$ cat config.mk
export PLATFORM = sky130hd
export DESIGN_NAME = axi_rd_arb_n
export DESIGN_NICKNAME = d
export VERILOG_FILES = /design/src/rtl/axi_rd_arb_n.sv
export SDC_FILE = /design/constraint.sdc
export NUM_CORES = 1
export LEC_CHECK = 0
export CAP_MARGIN = 20
export CORE_MARGIN = 1.5
export CORE_UTILIZATION = 50
export DETAILED_ROUTE_END_ITERATION = 8
export PLACE_DENSITY = 0.81
export SYNTH_ARGS = -nofsm -noshare
export SYNTH_HDL_FRONTEND = slang
export SYNTH_SLANG_ARGS = --single-unit
$ cat constraint.sdc
create_clock -name clk -period 4.5 [get_ports clk]
set_input_delay 0.45 -clock clk [delete_from_list [all_inputs] [get_ports clk]]
set_output_delay 0.45 -clock clk [all_outputs]
set_load 0.03 [all_outputs]
$ cat src/rtl/axi_rd_arb_n.sv
// rtl/axi_rd_arb_n.sv - N-channel read-bus arbiter (fixed / round-robin) with IDLE-GRANT-WAIT handshake
// Optional WAIT watchdog enabled by defining AXI_RD_ARB_TIMEOUT_EN.
module axi_rd_arb_n #(
  parameter int NUM_CH = 8,
  parameter int TO_W   = 16,
  localparam int IDW   = (NUM_CH > 1) ? $clog2(NUM_CH) : 1
) (
  input  logic              clk,
  input  logic              resetn,
  input  logic [NUM_CH-1:0] start,
  input  logic [NUM_CH-1:0] xfer_done,
  input  logic              rr_mode,
  input  logic [TO_W-1:0]   to_limit,
  output logic [NUM_CH-1:0] grant,
  output logic [NUM_CH-1:0] busy,
  output logic [IDW-1:0]    owner_id,
  output logic              owner_vld,
  output logic              to_err
);

  typedef enum logic [1:0] {IDLE, GRANT, WAIT} state_t;

  state_t         state;
  logic [IDW-1:0] last_owner;
  logic [IDW-1:0] fix_win;
  logic [IDW-1:0] rr_win;
  logic [IDW-1:0] win;
  logic [IDW:0]   rr_idx;
  logic           rr_found;

  always_comb begin
    fix_win = '0;
    for (int i = NUM_CH - 1; i >= 0; i--) begin
      if (start[i]) fix_win = IDW'(i);
    end
  end

  // Search upward from last_owner+1 and wrap; IDW+1 bits hold the pre-wrap sum.
  always_comb begin
    rr_win   = '0;
    rr_found = 1'b0;
    rr_idx   = '0;
    for (int k = 1; k <= NUM_CH; k++) begin
      rr_idx = {1'b0, last_owner} + (IDW+1)'(k);
      if (rr_idx >= (IDW+1)'(NUM_CH)) rr_idx = rr_idx - (IDW+1)'(NUM_CH);
      if (!rr_found && start[rr_idx[IDW-1:0]]) begin
        rr_win   = rr_idx[IDW-1:0];
        rr_found = 1'b1;
      end
    end
  end

  assign win = rr_mode ? rr_win : fix_win;

`ifdef AXI_RD_ARB_TIMEOUT_EN
  logic [TO_W-1:0] to_cnt;

  always_ff @(posedge clk or negedge resetn) begin
    if (!resetn) begin
      state      <= IDLE;
      grant      <= '0;
      busy       <= '0;
      owner_id   <= '0;
      owner_vld  <= 1'b0;
      last_owner <= IDW'(NUM_CH - 1);
      to_err     <= 1'b0;
      to_cnt     <= '0;
    end else begin
      grant  <= '0;
      to_err <= 1'b0;
      case (state)
        IDLE: begin
          if (|start) begin
            state      <= GRANT;
            owner_id   <= win;
            last_owner <= win;
            grant      <= {{(NUM_CH-1){1'b0}}, 1'b1} << win;
            busy       <= {{(NUM_CH-1){1'b0}}, 1'b1} << win;
            owner_vld  <= 1'b1;
            to_cnt     <= '0;
          end
        end
        GRANT: begin
          state  <= WAIT;
          to_cnt <= TO_W'(1);
        end
        WAIT: begin
          // A done arriving on the limit cycle still counts as a clean finish.
          if (xfer_done[owner_id]) begin
            state     <= IDLE;
            busy      <= '0;
            owner_vld <= 1'b0;
          end else if ((to_limit != '0) && (to_cnt == to_limit)) begin
            state     <= IDLE;
            busy      <= '0;
            owner_vld <= 1'b0;
            to_err    <= 1'b1;
          end else begin
            to_cnt <= to_cnt + TO_W'(1);
          end
        end
        default: state <= IDLE;
      endcase
    end
  end
`else
  logic unused_to_limit;
  assign unused_to_limit = ^to_limit;
  assign to_err = 1'b0;

  always_ff @(posedge clk or negedge resetn) begin
    if (!resetn) begin
      state      <= IDLE;
      grant      <= '0;
      busy       <= '0;
      owner_id   <= '0;
      owner_vld  <= 1'b0;
      last_owner <= IDW'(NUM_CH - 1);
    end else begin
      grant <= '0;
      case (state)
        IDLE: begin
          if (|start) begin
            state      <= GRANT;
            owner_id   <= win;
            last_owner <= win;
            grant      <= {{(NUM_CH-1){1'b0}}, 1'b1} << win;
            busy       <= {{(NUM_CH-1){1'b0}}, 1'b1} << win;
            owner_vld  <= 1'b1;
          end
        end
        GRANT: state <= WAIT;
        WAIT: begin
          if (xfer_done[owner_id]) begin
            state     <= IDLE;
            busy      <= '0;
            owner_vld <= 1'b0;
          end
        end
        default: state <= IDLE;
      endcase
    end
  end
`endif

endmodule
==> flow_summary.ini, run 1 <==
[pwr]
power.switching_fraction = 0.505
cellLeakagePower_nw = 1.09
comb_power_share = 0.758
powerDensity_nw_per_um2 = 852
sequentialPowerShare = 0.185
totalPowerFinal_mw = 2.31
power_switching_mw = 1.17
power.ir.vdd_worst_mv = 0.579
cell_internal_pwr_mw = 1.15
power.share.clock = 0.057

[clock_tree]
cts_tree = yes
clock_tree.buffer_depth = 2
cts.root.buffer_cell = sky130_fd_sc_hd__clkbuf_8
cts_bufs_inserted = 3
cts-hold-fix-buffers = 0
cts.reportedPaths.clkPinSlew_ns = 0.09
post_cts.repair.setup_buffers = 0
clk_latency_ns = 0.27
post_cts.resized_instances = 0
cts.sinks = 25
cts_htree_levels = 1

[sta]
skew_ns = 0.00910
grt_setup_unrepaired = no
whs_ns = 0.444
worst_slew_pin_slew_ns = 0.656
timing.slew.headroom = 0.550
finalSetupTns_ns = 0
setup_ws_ns = 0.816
layout_worst_path_cycle_share = 0.819
post-route-min-period_ns = 3.68
timing.final.hold_violations = 0
max_freq_mhz = 271
final-setup-viol-count = 0
finalMaxSlewViolations = 0

[place]
dp.cells = 303
place.gp.congestion = 0.883
place.detailed.hpwl_mm = 4.03
dpl-instance-area_um2 = 2640
port_buffers = 38
place_ws_ns = 0.842

[critical_path]
timing.critical_path.slowest_stage_cell = sky130_fd_sc_hd__dfstp_2
path_buf_inv = 1
timing.critical_path.from = last_owner[1]$_DFFE_PN1P_
worstReg2RegStart = last_owner[1]$_DFFE_PN1P_
worst-setup-path-type = flip-flop to flip-flop
critical_path.endpoint_type = flip-flop
timing.critical_path.depth = 9
arrival_time_reported_for_the_critical_path_endpoint_ns = 3.81
critPathTopFamily = compound AO/OA/AOI/OAI gates
r2r.worst_path.cells = 9
cell_by_cell_trace_of_the_critical_path = buf_4, ha_1, xnor2_1, mux4_1, o31ai_2, a21oi_1, a311oi_1, o31a_1, o21ai_0
worst_ep_required_time_ns = 4.63
cp-start-kind = flip-flop
critPathMaxFanout = 22
worst-r2r-setup-slack_ns = 0.82
critical-path-max-stage-delay_ns = 0.70

[synthesis]
synth_cells = 233
synth-async-reset-ratio = 1.00
syn_area_um2 = 2310
yosysTopAreaCellShare = 0.239
post_synth_main_area_contributors = sky130_fd_sc_hd__dfrtp_1 24%, sky130_fd_sc_hd__mux4_2 14%, sky130_fd_sc_hd__mux2i_1 8.2%
yosysUniqueCellTypes = 57
postSynthAreaPerCell_um2 = 9.90
synth-seq-area-share = 0.273
synth-seq-cells = 25
postSynth.topFlopCell = sky130_fd_sc_hd__dfrtp_1
synth_enable_flop_cells = 0
yosys.area.top_type = sky130_fd_sc_hd__dfrtp_1
ys_warns = 0
mappedNetlistNets = 270

[detailed_routing]
wl_per_cell_um = 18.2
avgViaCountPerCell = 6.44
detailedRoute.firstIterationViolations = 111
vias = 1982
drtPass1Iterations = 4
final_antenna_net_count = 0
drt_wl_total_mm = 5.59
drcViolationCount = 0

[cells_and_area]
register_cell_area_after_layout_um2 = 629
final_cell_count_no_fill = 308
post-route-cell-area_um2 = 2720
most_frequent_cells_in_the_layout = 38 x sky130_fd_sc_hd__clkdlybuf4s50_1, 22 x sky130_fd_sc_hd__nand2_1, 22 x sky130_fd_sc_hd__dfrtp_1
area_of_the_multi_input_gates_um2 = 1510
mostFrequentLayoutCell = sky130_fd_sc_hd__clkdlybuf4s50_1
nets = 294
post_route_cells_drive_above_1_share = 0.160
n_diodes = 0
area.growth.synth_to_final_pct = 17.7
fill_cells = 379
finalCoreUtilization = 0.620

[die]
core.rowCount = 24
die_footprint_um2 = 5030
start_util = 0.526
design.portCount = 56
floorplan.die.width_um = 70.9
placeableCoreArea_um2 = 4380
floorplan.die.height_um = 70.9

[global_route]
overflow = 0
antenna_found_initial = 0
grt_max_degree = 26
grt_util_all_layers = 0.226
grt_pass1_vias = 1863
grt_pass1_wl_mm = 9.15

[status]
result_of_the_run = complete, no violations

[worst_hold_path]
worst_hold_path_type = primary input to async pin

[flow_run]
maxCapViolations = 0
## cell usage after synthesis, drive strengths merged (6+ instances only)
master and number:
dfrtp 22, nand2 22, mux2i 19, buf 17, mux4 15, nor2 12, o31ai 10, a21oi 9
inv 9, o21ai 7, clkbuf 6, mux2 6, nor3 6, nor4 6
## flip-flops by register name, indices dropped and copies added (netlist names)
name / flops
grant: 8
state: 2
busy: 8
owner_id: 3
owner_vld: 1
last_owner: 3
## worst paths after layout
kind | to
worst max register to register | owner_id[0]$_DFFE_PN0P_
worst min-delay path | grant[0]$_DFF_PN0_
min in group clk | busy[3]$_DFFE_PN0P_
max in group asynchronous | last_owner[1]$_DFFE_PN1P_
worst max-delay path | owner_id[0]$_DFFE_PN0P_
worst min register to register | busy[3]$_DFFE_PN0P_
## per-layer routing
layer  vias to the layer above  GRT usage  share of wire
li1                        944          -              -
met1                       958      0.341           0.46
met2                        72      0.342           0.48
met3                         8     0.0456          0.056
met4                         0     0.0440         0.0091
met5                         -          0              0
## power groups by stage
stage	registers (mW)	clock network, mW	logic (mW)
after global placement	0.427	0	1.69
after CTS	0.428	0.135	1.73
after detailed placement	0.432	0	1.73
after floorplan	0.506	0	1.29
final	0.427	0.132	1.75
after global routing	0.441	0.143	1.88
## cell families after synthesis
logic type / share of synthesized area
AO/OA/AOI/OAI: 0.214
XOR/XNOR: 0.0157
adder cells (fa/ha/maj): 0.0108
buffers and inverters: 0.0748
flip-flops: 0.273
multiplexers: 0.261
other: 0.00163
AND/OR/NAND/NOR: 0.149
## cell type report
| class | instances | area share |
|---|---|---|
| multi-input combinational | 175 | 0.554 |
| inverter | 10 | 0.0138 |
| clock inverter | 1 | 0.00276 |
| timing repair buffer | 42 | 0.158 |
| tap | 52 | 0.0240 |
| clock buffer | 3 | 0.0152 |
| sequential | 25 | 0.232 |
Note: power is estimated with default switching activity, not from simulation.
==> run 2, diff against run 1 <==
--- a/config.mk
+++ b/config.mk
@@ -7,9 +7,9 @@
 export LEC_CHECK = 0
 export CAP_MARGIN = 20
 export CORE_MARGIN = 1.5
-export CORE_UTILIZATION = 50
+export CORE_UTILIZATION = 45
 export DETAILED_ROUTE_END_ITERATION = 8
-export PLACE_DENSITY = 0.81
+export PLACE_DENSITY = 0.77
 export SYNTH_ARGS = -nofsm -noshare
 export SYNTH_HDL_FRONTEND = slang
 export SYNTH_SLANG_ARGS = --single-unit
==> constraint.sdc (replaced) <==
create_clock -name clk -period 3.05 [get_ports clk]
set_input_delay 0.305 -clock clk [delete_from_list [all_inputs] [get_ports clk]]
set_output_delay 0.305 -clock clk [all_outputs]
set_load 0.03 [all_outputs]
==> flow_summary.ini, run 2 (same netlist as run 1, synthesis figures left out) <==
[cells_and_area]
area.growth.synth_to_final_pct = 46.8
post-route-cell-area_um2 = 3390
most_frequent_cells_in_the_layout = 52 x sky130_fd_sc_hd__buf_4, 38 x sky130_fd_sc_hd__clkdlybuf4s50_1, 22 x sky130_fd_sc_hd__dfrtp_1
n_diodes = 0
nets = 347
post_route_cells_drive_above_1_share = 0.385
largest_registers = busy x8, grant x8
mostFrequentLayoutCell = sky130_fd_sc_hd__buf_4

[pwr]
totalPowerFinal_mw = 4.47
cell_internal_pwr_mw = 2.36
power.share.clock = 0.043
power.ir.vdd_worst_mv = 0.847
power.switching_fraction = 0.473
powerDensity_nw_per_um2 = 1320
power_switching_mw = 2.12
comb_power_share = 0.820
cellLeakagePower_nw = 1.43
sequentialPowerShare = 0.137

[place]
dpl-instance-area_um2 = 3070
port_buffers = 38
place.detailed.hpwl_mm = 4.79
place.gp.congestion = 0.898

[clock_tree]
cts.root.buffer_cell = sky130_fd_sc_hd__clkbuf_8
cts_tree = yes
cts.sinks = 25
cts_bufs_inserted = 3
cts_htree_levels = 1
cts.reportedPaths.clkPinSlew_ns = 0.08
clk_latency_ns = 0.27
clock_tree.buffer_depth = 2
cts-hold-fix-buffers = 0

[global_route]
grt_util_all_layers = 0.236
grt_pass1_vias = 2097
grt_pass1_wl_mm = 10.0
grt_max_degree = 26
overflow = 0
antenna_found_initial = 0

[die]
floorplan.die.height_um = 74.6
floorplan.die.width_um = 74.6
die_footprint_um2 = 5570
design.portCount = 56
core.rowCount = 25
start_util = 0.479
placeableCoreArea_um2 = 4820

[detailed_routing]
wl_per_cell_um = 17.4
drt_wl_total_mm = 6.54
route.met3.wl_um = 454
detailedRoute.firstIterationViolations = 195
wirelength_met1_mm = 2.77
drcViolationCount = 0
avgViaCountPerCell = 5.92
wl_met2_mm = 3.23
routed.top_layer = met4
vias = 2225
final_antenna_net_count = 0
drtPass1Iterations = 4

[sta]
max_freq_mhz = 329
finalSetupTns_ns = 0
timing.final.hold_violations = 0
post-route-min-period_ns = 3.04
layout_worst_path_cycle_share = 0.995
timing.slew.headroom = 0.617
whs_ns = 0.300
finalMaxSlewViolations = 0
grt_setup_unrepaired = yes
worst_slew_pin_slew_ns = 0.570
final-setup-viol-count = 0
skew_ns = 0.00475

[critical_path]
critical_path.endpoint_type = flip-flop
critPathMaxFanout = 20
cp-start-kind = flip-flop
worst-r2r-setup-slack_ns = 0.01
worst_ep_required_time_ns = 3.21
worst-setup-path-type = flip-flop to flip-flop
arrival_time_reported_for_the_critical_path_endpoint_ns = 3.20

[status]
result_of_the_run = complete, no violations

[flow_run]
maxCapViolations = 0

[worst_hold_path]
worst_hold_path_type = primary input to async pin
-- run 2: cell count changes in the layout (fill, tap and decap cells not counted), sizes merged --
cell / previous run / this run
buf: 4 / 56
bufbuf: 0 / 1
clkinv: 1 / 2
clkinvlp: 1 / 0
-- run 2: through the flow --
| stage | worst slack (ns) | util | std cells |
|---|---|---|---|
| global placement | -0.112 | 0.637 | 364 |
| detailed placement | -0.222 | 0.637 | 364 |
| finish | 0.0145 | 0.703 | 376 |
| global route | -0.115 | 0.703 | 376 |
| CTS | 0.0130 | 0.658 | 370 |
| floorplan | -0.0115 | - | 233 |
-- run 2: cell type report --
class,count,area (µm²)
clock buffer,3,41.3
clock inverter,1,5.00
fill,376,1430
inverter,10,50.0
multi-input combinational,175,1690
sequential,25,629
tap,67,83.8
timing repair buffer,95,886
-- run 2: what timing repair did --
item | 4_1_cts | 5_1_grt
gates cloned | 1 | 0
buffers inserted | 1 | 5
pin swaps | 1 | 17
gates resized for setup | 5 | 29
endpoints found under the setup margin | 13 | 18
hold endpoints to repair | 0 | 0
-- run 2: power by group through the flow --
stage          registers, mW  logic [mW]  clock network, mW
6_report               0.614        3.67              0.192
3_3_place_gp           0.611        3.08                  0
5_1_grt                0.633        3.89              0.207
3_5_place_dp           0.613        3.15                  0
4_1_cts                0.613        3.25              0.195
2_1_floorplan          0.748        2.04                  0
-- run 2: metal layers --
metal / track usage / vias up
met5: 0 / -
li1: - / 1053
met3: 0.0379 / 12
met1: 0.343 / 1065
met2: 0.382 / 95
met4: 0.0343 / 0
-- run 2: worst paths after layout --
path	startpoint	endpoint	cells after the start
worst max-delay path	last_owner[1]$_DFFE_PN1P_	busy[6]$_DFFE_PN0P_	8
worst min-delay path	resetn	grant[2]$_DFF_PN0_	1
worst max register to register	last_owner[1]$_DFFE_PN1P_	busy[6]$_DFFE_PN0P_	8
worst min register to register	busy[2]$_DFFE_PN0P_	busy[2]$_DFFE_PN0P_	2
max in group asynchronous	resetn	last_owner[1]$_DFFE_PN1P_	2
min in group clk	busy[2]$_DFFE_PN0P_	busy[2]$_DFFE_PN0P_	2
-- run 2: worst max-delay path, cell delays in order (launching register included) --
cell and delay (ns):
sky130_fd_sc_hd__dfstp_2 0.64, sky130_fd_sc_hd__buf_8 0.22, sky130_fd_sc_hd__mux2i_1 0.12, sky130_fd_sc_hd__mux4_2 0.52, sky130_fd_sc_hd__mux2i_2 0.18, sky130_fd_sc_hd__nor4b_2 0.41
sky130_fd_sc_hd__o22ai_4 0.15, sky130_fd_sc_hd__a22o_4 0.31, sky130_fd_sc_hd__o41ai_4 0.37
==> run 3, diff against run 2 <==
--- a/config.mk
+++ b/config.mk
@@ -9,6 +9,7 @@
 export CORE_MARGIN = 1.5
 export CORE_UTILIZATION = 45
 export DETAILED_ROUTE_END_ITERATION = 8
+export GPL_TIMING_DRIVEN = 1
 export PLACE_DENSITY = 0.77
 export SYNTH_ARGS = -nofsm -noshare
 export SYNTH_HDL_FRONTEND = slang
==> results of run 3 <==
Same layout as run 2: the final DEF is identical, and so are final timing and power.
==> edit: new RTL, config.mk and constraints of run 1 <==
`NUM_CH`: 8 -> 16.
--- a/src/rtl/axi_rd_arb_n.sv
+++ b/src/rtl/axi_rd_arb_n.sv
@@ -1,7 +1,7 @@
 // rtl/axi_rd_arb_n.sv - N-channel read-bus arbiter (fixed / round-robin) with IDLE-GRANT-WAIT handshake
 // Optional WAIT watchdog enabled by defining AXI_RD_ARB_TIMEOUT_EN.
 module axi_rd_arb_n #(
-  parameter int NUM_CH = 8,
+  parameter int NUM_CH = 16,
   parameter int TO_W   = 16,
   localparam int IDW   = (NUM_CH > 1) ? $clog2(NUM_CH) : 1
 ) (
Interface: changed (5 resized); port bits go from 56 to 89. The function was not compared with the original's and may differ.
==> edit against run 1 <==
The run now ends with setup timing left. Count of clock-buffer cells in the layout up 3. Worst hold slack worse by 0.16 ns. Setup slack worse by 1.0 ns. Clock skew down 0.0011 ns. Final area up 140%. Sequential cell count up 18. Area after synthesis up 96%. Routed wire length rose to 3.5 times the old value. Critical path type unchanged. Largest cell class unchanged. Highest routed layer unchanged.
Power is not shown: default switching activity piles up to over one toggle a cycle in this logic, so the estimate is an artifact.
==> edit: results (changes against run 1) <==
Cells and area
  – Layout net count: 692 (+140%)
  – Filler cells: 508 (+34%)
  – Top Registers: busy: 16 flops, grant: 16 flops
  – Layout Utilization: 0.749 (+0.130)
  – Layout cell share with drive strength beyond 1: 0.341 (+0.181)

STA
  – Post-route worst setup slack: -0.225 ns (-1.04 ns)
  – Clk_skew: 0.00802 ns (-0.00107 ns)
  – Final setup vio count: 34 (+34)
  – Slew @ Worst Pin: 0.953 ns (+0.297 ns)

Hold path
  – Worst min path class: primary input to async pin

Synth
  – Post-synth net total: 567 (+110%)
  – Ranking of synthesized cells by area: dfrtp_1 22%, mux4_2 11%, mux2i_1 6.4%
  – Distinct cell type count after synthesis: 73 (+28%)
  – Syn_area_per_cell: 8.90 sq um (-10%)
  – Asr flop ratio synth: 1.00 (unchanged)
  – Synth warn: 0 (unchanged)
  – Top post-synthesis cells by count: 48 x nand2_1, 39 x dfrtp_1, 38 x nor2_1
  – Sequential area share after synthesis: 0.239 (-0.0336)

Status
  – Failing checks: setup timing
  – Run status: finished with violations

CTS
  – H-tree depth: 2 (+1)
  – Clock Latency Late Sink: 0.31 ns (+0.04 ns)
  – Maximum clock path buffer count: 2 (unchanged)
  – CTS Buf Count: 5 (+2)

Placed design
  – Dpl ws: -0.144 ns (-0.986 ns)
  – DP Wirelength: 11400 um (+180%)
  – GP Congestion: 0.987 (+12%)
  – Placed cell count: 719 (+140%)
  – DP Area: 0.00588 sq mm (+120%)
  – Buffers on Ports: 71 (+87%)

Setup path
  – Critical-path maximum fanout: 6 (-73%)
  – Crit-path leading delay family: simple AND/OR/NAND/NOR gates
  – End of the worst register-to-register path: busy[2]
  – Crit path max-delay cell type: dfstp_2
  – FF-to-FF path depth: 14 (+5)
  – CP peak stage delay: 0.58 ns (-0.12 ns)
  – Critical path arrival: 4.91 ns (+1.10 ns)
  – Worst reg2reg startpoint: last_owner[1]

Drt
  – Initial drt markers: 714 (+540%)
  – WL final: 19600 um (+250%)
  – Mean routed wirelength per cell: 26.4 um (+45%)
  – Vias/cell: 7.29 (+13%)
  – Pre-antenna DRT Iters: 8 (+4)

GRT
  – Tot GR Track Use: 0.327 (+0.101)
  – Vias in the first global route: 4892 (+160%)
  – Largest net degree at the start of global routing: 44 (+69%)
  – Global-route wire length before repair: 25200 um (+180%)
edit: cell types whose count changed in the layout (fill, tap and decap cells not counted), moves of 10 or more:
| cell | run 1 | this run |
|---|---|---|
| a21oi_1 | 9 | 25 |
| buf_4 | 3 | 77 |
| clkdlybuf4s50_1 | 38 | 70 |
| dfrtp_1 | 22 | 39 |
| mux2i_1 | 19 | 29 |
| nand2_1 | 22 | 48 |
| nand3_1 | 3 | 14 |
| nor2_1 | 12 | 36 |
edit: kinds of logic after synthesis:
group,count (synthesis),synth area share
AO/OA/AOI/OAI,130,0.209
buffers and inverters,58,0.0578
adder cells (fa/ha/maj),8,0.0221
flip-flops,43,0.239
AND/OR/NAND/NOR,180,0.209
other,1,0.000830
multiplexers,75,0.237
XOR/XNOR,13,0.0252
edit: repair_timing:
action	4_1_cts	5_1_grt
resized for setup	10	51
gates cloned	1	5
buffers inserted	4	4
pin swaps	3	10
endpoints found under the setup margin	36	40
edit: final cells by class:
type	count	share of cell area
Sequential cell	43	0.165
Clock inverter	2	0.00191
Inverter	10	0.00632
Timing Repair Buffer	164	0.239
Tap cell	108	0.0207
Clock buffer	6	0.0111
Multi-Input combinational cell	409	0.555
edit: metal layers:
metal | vias to the layer above | wire length, um | GRT usage
li1 | 2204 | - | -
met1 | 2535 | 6960 | 0.448
met2 | 519 | 8850 | 0.511
met3 | 154 | 2460 | 0.0702
met4 | 0 | 1310 | 0.123
met5 | - | 0 | 0
edit: worst reg2reg max path, cell delays in order (launching register included):
cell and delay, ns:
dfstp_2 0.58, clkinvlp_4 0.14, ha_4 0.30, buf_12 0.13
mux2_4 0.31, mux4_2 0.52, mux2_4 0.31, or3_1 0.31
or4b_4 0.51, nand2b_4 0.20, or4_4 0.48, a31oi_4 0.24
nand2_4 0.12, buf_12 0.16, o41ai_2 0.30
edit: how the worst max path moves through the flow:
| stage | from | end | slack, ns | cells after the start |
|---|---|---|---|---|
| 2_1_floorplan | last_owner[1] | busy[3] | -0.39 | 17 |
| 3_3_place_gp | last_owner[1] | busy[5] | -0.01 | 13 |
| 3_5_place_dp | last_owner[1] | busy[4] | -0.14 | 13 |
| 4_1_cts | last_owner[1] | busy[2] | -0.009 | 14 |
| 5_1_grt | last_owner[1] | grant[12] | -0.29 | 15 |
| 6_report | last_owner[1] | busy[2] | -0.22 | 14 |
edit: metrics by stage:
stage / hold slack, ns / TNS (ns)
6_report: 0.287 / -3.95
3_5_place_dp: 0.468 / -1.10
3_3_place_gp: 0.459 / -0.0480
2_1_floorplan: 0.154 / -13.03
4_1_cts: 0.306 / -0.0239
5_1_grt: 0.368 / -6.96
